`config.mk`:
```
export PLATFORM = sky130hd
export DESIGN_NAME = mem_port_arb_flat
export DESIGN_NICKNAME = d
export VERILOG_FILES = /design/src/rtl/mem_arb_pkg.sv /design/src/rtl/ctrl_bus_if.sv /design/src/rtl/arb_pick.sv /design/src/rtl/mem_port_arb.sv /design/src/flat_wrapper.sv
export SDC_FILE = /design/constraint.sdc
export NUM_CORES = 1
export LEC_CHECK = 0
export BUFFER_PORTS_ARGS = -buffer_cell sky130_fd_sc_hd__buf_2
export CAP_MARGIN = 10
export CORE_MARGIN = 3
export CORE_UTILIZATION = 47
export DETAILED_ROUTE_END_ITERATION = 12
export GPL_TIMING_DRIVEN = 0
export PLACE_DENSITY = 0.83
export REMOVE_ABC_BUFFERS = 1
export SKIP_CTS_REPAIR_TIMING = 1
export SYNTH_ARGS = -nofsm -noshare
export SYNTH_HDL_FRONTEND = slang
export SYNTH_SLANG_ARGS = --single-unit
```
`constraint.sdc`:
```
create_clock -name ctrl_bus_clk -period 2.3 [get_ports ctrl_bus_clk]
set_input_delay 0 -clock ctrl_bus_clk [delete_from_list [all_inputs] [get_ports ctrl_bus_clk]]
set_output_delay 0 -clock ctrl_bus_clk [all_outputs]
set_load 0.02 [all_outputs]
```
`src/rtl/mem_arb_pkg.sv`:
```
// Shared types for the fetch/memory-stage memory port arbiter.
// Latency: n/a (types and constants only).
// Backpressure: n/a.
package mem_arb_pkg;

    localparam int ARB_AW_DEF = 32;
    localparam int ARB_DW_DEF = 32;

    // Owner of the in-flight memory transaction
    typedef enum logic [1:0] {
        IDLE   = 2'd0,
        BUSY_F = 2'd1,
        BUSY_D = 2'd2
    } arb_state_e;

    // Requester identity, also the encoding of grant/last-grant bits
    typedef enum logic {
        REQ_F = 1'b0,
        REQ_D = 1'b1
    } req_id_e;

endpackage

```
`src/rtl/ctrl_bus_if.sv`:
```
// Clock/reset bundle distributed to pipeline-side blocks.
// Latency: n/a (wiring only).
// Backpressure: n/a.
interface ctrl_bus_if;
    logic clk;
    logic reset;

    modport central (
        input clk,
        input reset
    );
endinterface

```
`src/rtl/arb_pick.sv`:
```
// Two-way grant selector between fetch and memory stage (ARB_RR_EN: alternate on contention).
// Latency: purely combinational.
// Backpressure: none; grant valid whenever any requester is eligible.
module arb_pick
    import mem_arb_pkg::*;
(
    input  logic f_elig,
    input  logic d_elig,
`ifdef ARB_RR_EN
    input  logic last_gnt,   // req_id_e encoding of the previous winner
`endif
    output logic gnt_vld,
    output logic gnt_id      // req_id_e encoding of the winner
);

    // Pick the winner; memory stage has priority unless alternating on contention
    always_comb begin
        gnt_vld = f_elig | d_elig;
        gnt_id  = REQ_F;
        if (d_elig && !f_elig) begin
            gnt_id = REQ_D;
        end else if (d_elig && f_elig) begin
`ifdef ARB_RR_EN
            // The requester that did not win last time goes first
            gnt_id = (last_gnt == REQ_F) ? REQ_D : REQ_F;
`else
            gnt_id = REQ_D;
`endif
        end
    end

endmodule

```
`src/rtl/mem_port_arb.sv`:
```
// Shares one single-ported memory between fetch and memory stage; optional ARB_RR_EN alternates on contention.
// Latency: request to done minimum 2 cycles (m_req next cycle, done the cycle after m_ack); back-to-back grants chain on m_ack.
// Backpressure: requesters hold X_req until X_done and see X_stall meanwhile; memory side holds m_* until m_ack.
module mem_port_arb
    import mem_arb_pkg::*;
#(
    parameter int AW = ARB_AW_DEF,
    parameter int DW = ARB_DW_DEF
)
(
    ctrl_bus_if.central     ctrl_bus,
    input  logic            f_req,
    input  logic [AW-1:0]   f_addr,
    output logic [DW-1:0]   f_rdata,
    output logic            f_done,
    output logic            f_stall,
    input  logic            d_req,
    input  logic            d_we,
    input  logic [AW-1:0]   d_addr,
    input  logic [DW-1:0]   d_wdata,
    output logic [DW-1:0]   d_rdata,
    output logic            d_done,
    output logic            d_stall,
    output logic            m_req,
    output logic            m_we,
    output logic [AW-1:0]   m_addr,
    output logic [DW-1:0]   m_wdata,
    input  logic [DW-1:0]   m_rdata,
    input  logic            m_ack
);

    logic clk;
    logic reset;
    assign clk   = ctrl_bus.clk;
    assign reset = ctrl_bus.reset;

    arb_state_e     state_q, state_d;
    logic           m_req_q, m_req_d;
    logic           m_we_q, m_we_d;
    logic [AW-1:0]  m_addr_q, m_addr_d;
    logic [DW-1:0]  m_wdata_q, m_wdata_d;
    logic           f_done_q, f_done_d;
    logic           d_done_q, d_done_d;
    logic [DW-1:0]  f_rdata_q, f_rdata_d;
    logic [DW-1:0]  d_rdata_q, d_rdata_d;
`ifdef ARB_RR_EN
    logic           last_gnt_q, last_gnt_d;
`endif

    logic           ack_f;
    logic           ack_d;
    logic           decide;
    logic           f_elig;
    logic           d_elig;
    logic           gnt_vld;
    logic           gnt_id;

    // Completion, decision point and eligibility; the owner and a requester in its done cycle are excluded
    always_comb begin
        ack_f  = (state_q == BUSY_F) && m_ack;
        ack_d  = (state_q == BUSY_D) && m_ack;
        decide = (state_q == IDLE) || ack_f || ack_d;
        f_elig = f_req && (state_q != BUSY_F) && !f_done_q;
        d_elig = d_req && (state_q != BUSY_D) && !d_done_q;
    end

    arb_pick u_pick (
        .f_elig   (f_elig),
        .d_elig   (d_elig),
`ifdef ARB_RR_EN
        .last_gnt (last_gnt_q),
`endif
        .gnt_vld  (gnt_vld),
        .gnt_id   (gnt_id)
    );

    // State register; reset abandons any in-flight transaction
    always_ff @(posedge clk) begin
        if (reset) begin
            state_q <= IDLE;
        end else begin
            state_q <= state_d;
        end
    end

    // Next owner: re-evaluated in IDLE and on the completing m_ack so grants chain without a bubble
    always_comb begin
        state_d = state_q;
        if (decide) begin
            if (!gnt_vld) begin
                state_d = IDLE;
            end else if (gnt_id == REQ_D) begin
                state_d = BUSY_D;
            end else begin
                state_d = BUSY_F;
            end
        end
    end

    // Next memory command, done pulses and read-data capture
    always_comb begin
        m_req_d   = m_req_q;
        m_we_d    = m_we_q;
        m_addr_d  = m_addr_q;
        m_wdata_d = m_wdata_q;
        f_done_d  = ack_f;
        d_done_d  = ack_d;
        f_rdata_d = ack_f ? m_rdata : f_rdata_q;
        // A completed write leaves the last read value in place
        d_rdata_d = (ack_d && !m_we_q) ? m_rdata : d_rdata_q;
`ifdef ARB_RR_EN
        last_gnt_d = last_gnt_q;
`endif
        if (decide) begin
            m_req_d = gnt_vld;
            if (gnt_vld) begin
                if (gnt_id == REQ_D) begin
                    m_we_d    = d_we;
                    m_addr_d  = d_addr;
                    m_wdata_d = d_wdata;
                end else begin
                    m_we_d    = 1'b0;
                    m_addr_d  = f_addr;
                    m_wdata_d = '0;
                end
`ifdef ARB_RR_EN
                last_gnt_d = gnt_id;
`endif
            end
        end
    end

    // Datapath registers; m_* only change at a decision point so they hold while waiting for m_ack
    always_ff @(posedge clk) begin
        if (reset) begin
            m_req_q    <= 1'b0;
            m_we_q     <= 1'b0;
            m_addr_q   <= '0;
            m_wdata_q  <= '0;
            f_done_q   <= 1'b0;
            d_done_q   <= 1'b0;
            f_rdata_q  <= '0;
            d_rdata_q  <= '0;
`ifdef ARB_RR_EN
            last_gnt_q <= REQ_F;
`endif
        end else begin
            m_req_q    <= m_req_d;
            m_we_q     <= m_we_d;
            m_addr_q   <= m_addr_d;
            m_wdata_q  <= m_wdata_d;
            f_done_q   <= f_done_d;
            d_done_q   <= d_done_d;
            f_rdata_q  <= f_rdata_d;
            d_rdata_q  <= d_rdata_d;
`ifdef ARB_RR_EN
            last_gnt_q <= last_gnt_d;
`endif
        end
    end

    assign m_req   = m_req_q;
    assign m_we    = m_we_q;
    assign m_addr  = m_addr_q;
    assign m_wdata = m_wdata_q;
    assign f_done  = f_done_q;
    assign d_done  = d_done_q;
    assign f_rdata = f_rdata_q;
    assign d_rdata = d_rdata_q;

    // Stalls hold the requesting stage until its done pulse
    assign f_stall = f_req & ~f_done_q;
    assign d_stall = d_req & ~d_done_q;

endmodule

```
`src/flat_wrapper.sv`:
```
// flat-port wrapper written by rule: the top's interface ports become plain ports
module mem_port_arb_flat import mem_arb_pkg::*;
#(
    parameter int AW = ARB_AW_DEF,
    parameter int DW = ARB_DW_DEF
)
  (f_req, f_addr, f_rdata, f_done, f_stall, d_req, d_we, d_addr, d_wdata, d_rdata, d_done, d_stall, m_req, m_we, m_addr, m_wdata, m_rdata, m_ack, ctrl_bus_clk, ctrl_bus_reset);
  ctrl_bus_if ctrl_bus_i ();
  input  logic f_req;
  input  logic [AW-1:0] f_addr;
  output logic [DW-1:0] f_rdata;
  output logic f_done;
  output logic f_stall;
  input  logic d_req;
  input  logic d_we;
  input  logic [AW-1:0] d_addr;
  input  logic [DW-1:0] d_wdata;
  output logic [DW-1:0] d_rdata;
  output logic d_done;
  output logic d_stall;
  output logic m_req;
  output logic m_we;
  output logic [AW-1:0] m_addr;
  output logic [DW-1:0] m_wdata;
  input  logic [DW-1:0] m_rdata;
  input  logic m_ack;
  input wire logic [$bits(ctrl_bus_i.clk)-1:0] ctrl_bus_clk;
  input wire logic [$bits(ctrl_bus_i.reset)-1:0] ctrl_bus_reset;
  assign ctrl_bus_i.clk = ctrl_bus_clk;
  assign ctrl_bus_i.reset = ctrl_bus_reset;
  mem_port_arb #(.AW(AW), .DW(DW)) u_core (.ctrl_bus(ctrl_bus_i), .f_req(f_req), .f_addr(f_addr), .f_rdata(f_rdata), .f_done(f_done), .f_stall(f_stall), .d_req(d_req), .d_we(d_we), .d_addr(d_addr), .d_wdata(d_wdata), .d_rdata(d_rdata), .d_done(d_done), .d_stall(d_stall), .m_req(m_req), .m_we(m_we), .m_addr(m_addr), .m_wdata(m_wdata), .m_rdata(m_rdata), .m_ack(m_ack));
endmodule
```
# After elaboration in Yosys (flattened, before gate mapping)
# Index checks and enable logic that the tools add are counted.
# word_totals
latch_bits	0
regBits	134
rom_bits	0
n_memories	0
ramBits	0
# op_classes
n_reduce_logical	17
eq_ne	4
n_shift	0
n_mul	0
mux	7
order_cmp	0
add_sub_neg	0
div	0
n_bitwise	5
# op_table
cell	count
2-to-1 mux 32 bit	2
logical AND 1 bit	9
zero test 1 bit	4
2-to-1 mux 2 bit	2
2-to-1 mux 1 bit	3
AND 1 bit	2
equality test 2 x 1 -> 1 bit, second input constant	1
equality test 2 bit, second input constant	1
zero test 2 bit	1
logical OR 1 bit	2
inequality test 2 x 1 -> 1 bit, second input constant	1
inequality test 2 bit, second input constant	1
NOT 1 bit	2
AND reduction 2 bit	1
OR 1 bit	1

# Longest topological paths before layout
# logic_depth
depth_word	8
ltp_mapped	7
mapped_depth_nobuf	5

# Cells and area by module
# A second synthesis with hierarchy kept.
# hier_totals
cells_unflattened	627
area_unflattened_um2	5809.3
# by_module_without_submodules
mod	cells_each	n_inst	area_per_inst_um2
mem_port_arb	625	1	5799.3
arb_pick	2	1	10.0

# Least setup slack after synthesis
# No wires, ideal clock.
# synth_timing
kind	reg-to-reg
startpoint	register u_core.d_done_q, in the netlist u_core.d_done
endpoint	register u_core.m_addr_q[10], in the netlist u_core.m_addr[10]
period_less_slack_ns	1.723
path_slack_ns	0.577
stages_incl_launch_ff	7
required_time_ns	2.154
arrival_ns	1.577
cell_sequence	dfxtp_1 -> nand2b_1 -> inv_1 -> o21ai_4 -> buf_2 -> mux2i_1 -> a211oi_2
# synth_between
elab_chain_len	6
# synth_rtl
element	line_no	text
from (decl)	mem_port_arb.sv:43	logic d_done_q, d_done_d;
from (signal assigned)	mem_port_arb.sv:153	d_done_q <= d_done_d;
zero test 1 bit (*)	mem_port_arb.sv:64	d_elig = d_req && (state_q != BUSY_D) && !d_done_q;
logical AND 1 bit (*)	mem_port_arb.sv:64	
logical AND 1 bit	arb_pick.sv:22	end else if (d_elig && f_elig) begin
2-to-1 mux 1 bit	arb_pick.sv:22	
2-to-1 mux 1 bit	arb_pick.sv:20	if (d_elig && !f_elig) begin
2-to-1 mux 32 bit	mem_port_arb.sv:117	if (gnt_id == REQ_D) begin
to (signal assigned)	mem_port_arb.sv:150	m_addr_q <= m_addr_d;
to (decl)	mem_port_arb.sv:40	logic [AW-1:0] m_addr_q, m_addr_d;
# Mark *: on every way between the ends. The rest lies on a longest branch, timed or not.
# A chain may end at the register's enable or synchronous reset.

# Worst setup path in the final report
# layout_timing
startpoint	register u_core.state_q[1]
endpoint	register u_core.m_addr_q[24], in the netlist u_core.m_addr[24]
# layout_between
elab_chain_len	7
# layout_rtl
element	line_no	text
from (decl)	mem_port_arb.sv:37	arb_state_e state_q, state_d;
from (signal assigned)	mem_port_arb.sv:82	state_q <= state_d;
inequality test 2 bit / inequality test 2 x 1 -> 1 bit (equally long branches)	mem_port_arb.sv:64, mem_port_arb.sv:63	
logical AND 1 bit (on tied branches) (2 in series)	mem_port_arb.sv:64, mem_port_arb.sv:63	
logical AND 1 bit / zero test 1 bit (equally long branches)	arb_pick.sv:22, arb_pick.sv:20	
2-to-1 mux 1 bit / logical AND 1 bit (equally long branches)	arb_pick.sv:22, arb_pick.sv:20	
2-to-1 mux 1 bit	arb_pick.sv:20	
2-to-1 mux 32 bit	mem_port_arb.sv:117	
# Several ways; a longest one is shown, not always the timed one.

==> results by group <==
Placed design
  – Placed Area: 6560 µm²
  – PortBufs: 267
  – GP Congestion: 0.761
  – DP Wirelength: 9.95 mm
  – DP Cell Count: 926
  – Pre-CTS setup slack: -0.211 ns

Timing
  – Normalized max-slew margin: 0.149
  – Max Transition Viols Final: 0
  – Fin crit period: 2.22 ns
  – Final worst path period share: 0.965
  – Final WS setup: 0.0802 ns
  – Setup TNS: 0 ns
  – Final Hold Viols: 0
  – F_max: 0.450 GHz
  – Worst Skew: 0.00878 ns
  – Setup violators final: 0
  – Slew @ Worst Pin: 1.28 ns

Floorplan
  – I/O pin total: 268
  – Die height: 110 µm
  – Initial core utilization: 0.489
  – DIE AREA: 12200 µm²
  – Core area: 10500 µm²
  – Die Span X: 110 µm
  – Num rows: 37

Run
  – MaxCap Viol Count: 0

Logic synthesis
  – Synth Area in Compound Gates: 0.201
  – Post-synthesis mux area share: 0.0626
  – Top_reg_cell synth: dfxtp_1
  – #FFs+latches synth: 134
  – Yosys top cell area share: 0.525
  – Synth Warn #: 0
  – Mapped Cells: 561
  – Yosys top cell by area: dfxtp_1
  – Number of synthesized flops with an enable pin: 0
  – Simple-Gate Fraction of Synth Area: 0.161
  – Netlist cell types: 27
  – Synth Cell Area: 5110 µm²
  – Register area share after synthesis: 0.525
  – Synth Area in XOR/XNOR: 0
  – Main combinational cell family by area after synthesis: compound AO/OA/AOI/OAI gates
  – Adder-Cell Fraction of Synth Area: 0
  – FFs w/ async S/R, synth: 0
  – Most frequent cell after synthesis: dfxtp_1
  – Mean Syn Cell Area: 9.12 µm²
  – Top cells by count, synth: dfxtp_1, nand2_1, nor2_1
  – Synth area leaders: dfxtp_1, nand2_1, a211oi_2

Route
  – Via count: 6017
  – Pre-antenna DRT Iters: 8
  – Routed WL: 20.8 mm
  – # DRC: 0
  – Wirelength per Cell: 19.1 µm
  – Vias per Instance: 5.50
  – Final ANT Viol Nets: 0
  – Detailed Route Iter0 Violations: 520

GRT
  – Pin count of the biggest net entering global routing: 84
  – First-pass GRT wire length: 20.6 mm
  – Congestion Overflow GR: 0
  – Number of global-route vias before repair: 4353
  – Gr usage total: 0.216
  – Antenna violations before repair: 2

Clocking
  – Root Driver: clkbuf_8
  – Clock-pin slew on the worst setup and hold paths: 0.06 ns
  – Clk Latency, worst-skew pair: 0.52 ns
  – H-Tree Level Count: 4
  – Sink Count: 134
  – Clk buf depth: 2
  – CTS tree: done
  – Total CTS buffers: 17

Cells and area
  – Final instance area: 8530 µm²
  – Reg area: 2680 µm²
  – Layout cell share with drive strength beyond 1: 0.358
  – Synthesis-to-layout area growth: 66.7%
  – Area of the multi-input gates: 2180 µm²
  – Fill count: 557
  – Final Net Count: 1077
  – Final Non-Filler Cells: 1094

Critical path
  – Worst r2r path cells: 5
  – Required time worst endpoint: 2.73 ns
  – Reg-to-Reg End: u_core.m_addr[24]$_SDFFE_PP0P_
  – R2R setup slack: 0.08 ns
  – WS Path Type: reg -> reg
  – Worst setup EP type: register
  – CP arrival: 2.65 ns
  – Crit-path max FO: 8
  – Setup crit end: u_core.m_addr[24]$_SDFFE_PP0P_
  – Startpoint Class: register
  – Crit. Startpoint: u_core.state_q[1]$_SDFFE_PP0P_
  – Worst r2r src: u_core.state_q[1]$_SDFFE_PP0P_

Pwr
  – Power per cell area: 783 nW/µm²
  – Overall Power: 6.68 mW
  – Peak VDD IR: 0.000626 V
  – Leak: 3.95 nW

Hold path
  – Worst hold-check path type: in -> reg

Outcome
  – Outcome: completed
==> metrics by stage <==
step           hold slack [ns]   util
2_1_floorplan           0.0646      -
3_3_place_gp             0.247  0.609
3_5_place_dp             0.257  0.627
4_1_cts                 -0.287  0.683
5_1_grt                  0.130  0.815
6_report                0.0966  0.815
==> critical path: stages, from the launching register on <==
cell	delay, ns
dfxtp_1	0.51
inv_1	0.21
o21ai_4	0.44
mux2i_1	0.14
dlygate4sd3_1	0.60
a211oi_2	0.24
==> power by group <==
part           total [mW]  internal [mW]  switching, mW  leakage (nW)
Combinational        1.42          0.615          0.803          2.58
Sequential           2.58           2.48         0.0993          1.10
Clock                2.68           1.58           1.10         0.277
Total                6.68           4.67           2.01          3.95
==> worst min-delay path by stage <==
stage	slack, ns	depth (start not counted)	endpoint	from
global route	0.13	4	u_core.state_q[0]$_SDFFE_PP0P_	d_req
floorplan	0.06	1	u_core.m_addr[10]$_SDFFE_PP0P_	ctrl_bus_reset
finish	0.1	4	u_core.state_q[0]$_SDFFE_PP0P_	d_req
global placement	0.25	3	u_core.m_wdata[25]$_SDFFE_PP0P_	d_wdata[25]
CTS	-0.29	3	u_core.d_rdata[18]$_SDFFE_PP0P_	m_rdata[18]
detailed placement	0.26	3	u_core.d_rdata[16]$_SDFFE_PP0P_	m_rdata[16]
==> flip-flops by register name (all words and copies together) (netlist names) <==
signal,flops
u_core.m_wdata,32
u_core.state_q,2
u_core.d_done,1
u_core.m_we,1
u_core.d_rdata,32
u_core.m_req,1
u_core.f_done,1
u_core.m_addr,32
u_core.f_rdata,32
==> layout by cell type (no fill, tap or decap), types with 3 or more instances in the layout <==
cell type and instances:
a211oi_1 4, a211oi_2 28, a21oi_1 67, a22oi_1 33, buf_16 6, buf_2 266
buf_8 3, clkbuf_16 16, clkinv_4 3, clkinvlp_4 3, dfxtp_1 134, dlygate4sd3_1 131
inv_6 4, mux2i_1 32, nand2_1 128, nor2_1 69, nor2b_1 3
==> kinds of logic (layout without fill, tap and decap cells) <==
kind of cell	after synthesis	after routing
AO/OA/AOI/OAI	137	137
AND/OR/NAND/NOR	210	210
other	0	2
multiplexers	32	32
flip-flops	134	134
buffers and inverters	48	443
==> metal layers <==
metal | GRT usage | vias up | routed length [µm]
li1 | - | 2688 | -
met1 | 0.256 | 2839 | 7310
met2 | 0.365 | 369 | 10600
met3 | 0.0577 | 121 | 1710
met4 | 0.0985 | 0 | 1220
met5 | 0 | - | 0
==> layout make-up <==
type / instances / area share
antenna: 2 / 0.000587
clock buffer: 18 / 0.0490
clock inverter: 14 / 0.0195
inverter: 2 / 0.000881
multi-input combinational: 379 / 0.256
sequential: 134 / 0.315
tap: 136 / 0.0200
timing repair buffer: 409 / 0.339
(Power assumes the default switching activity.)
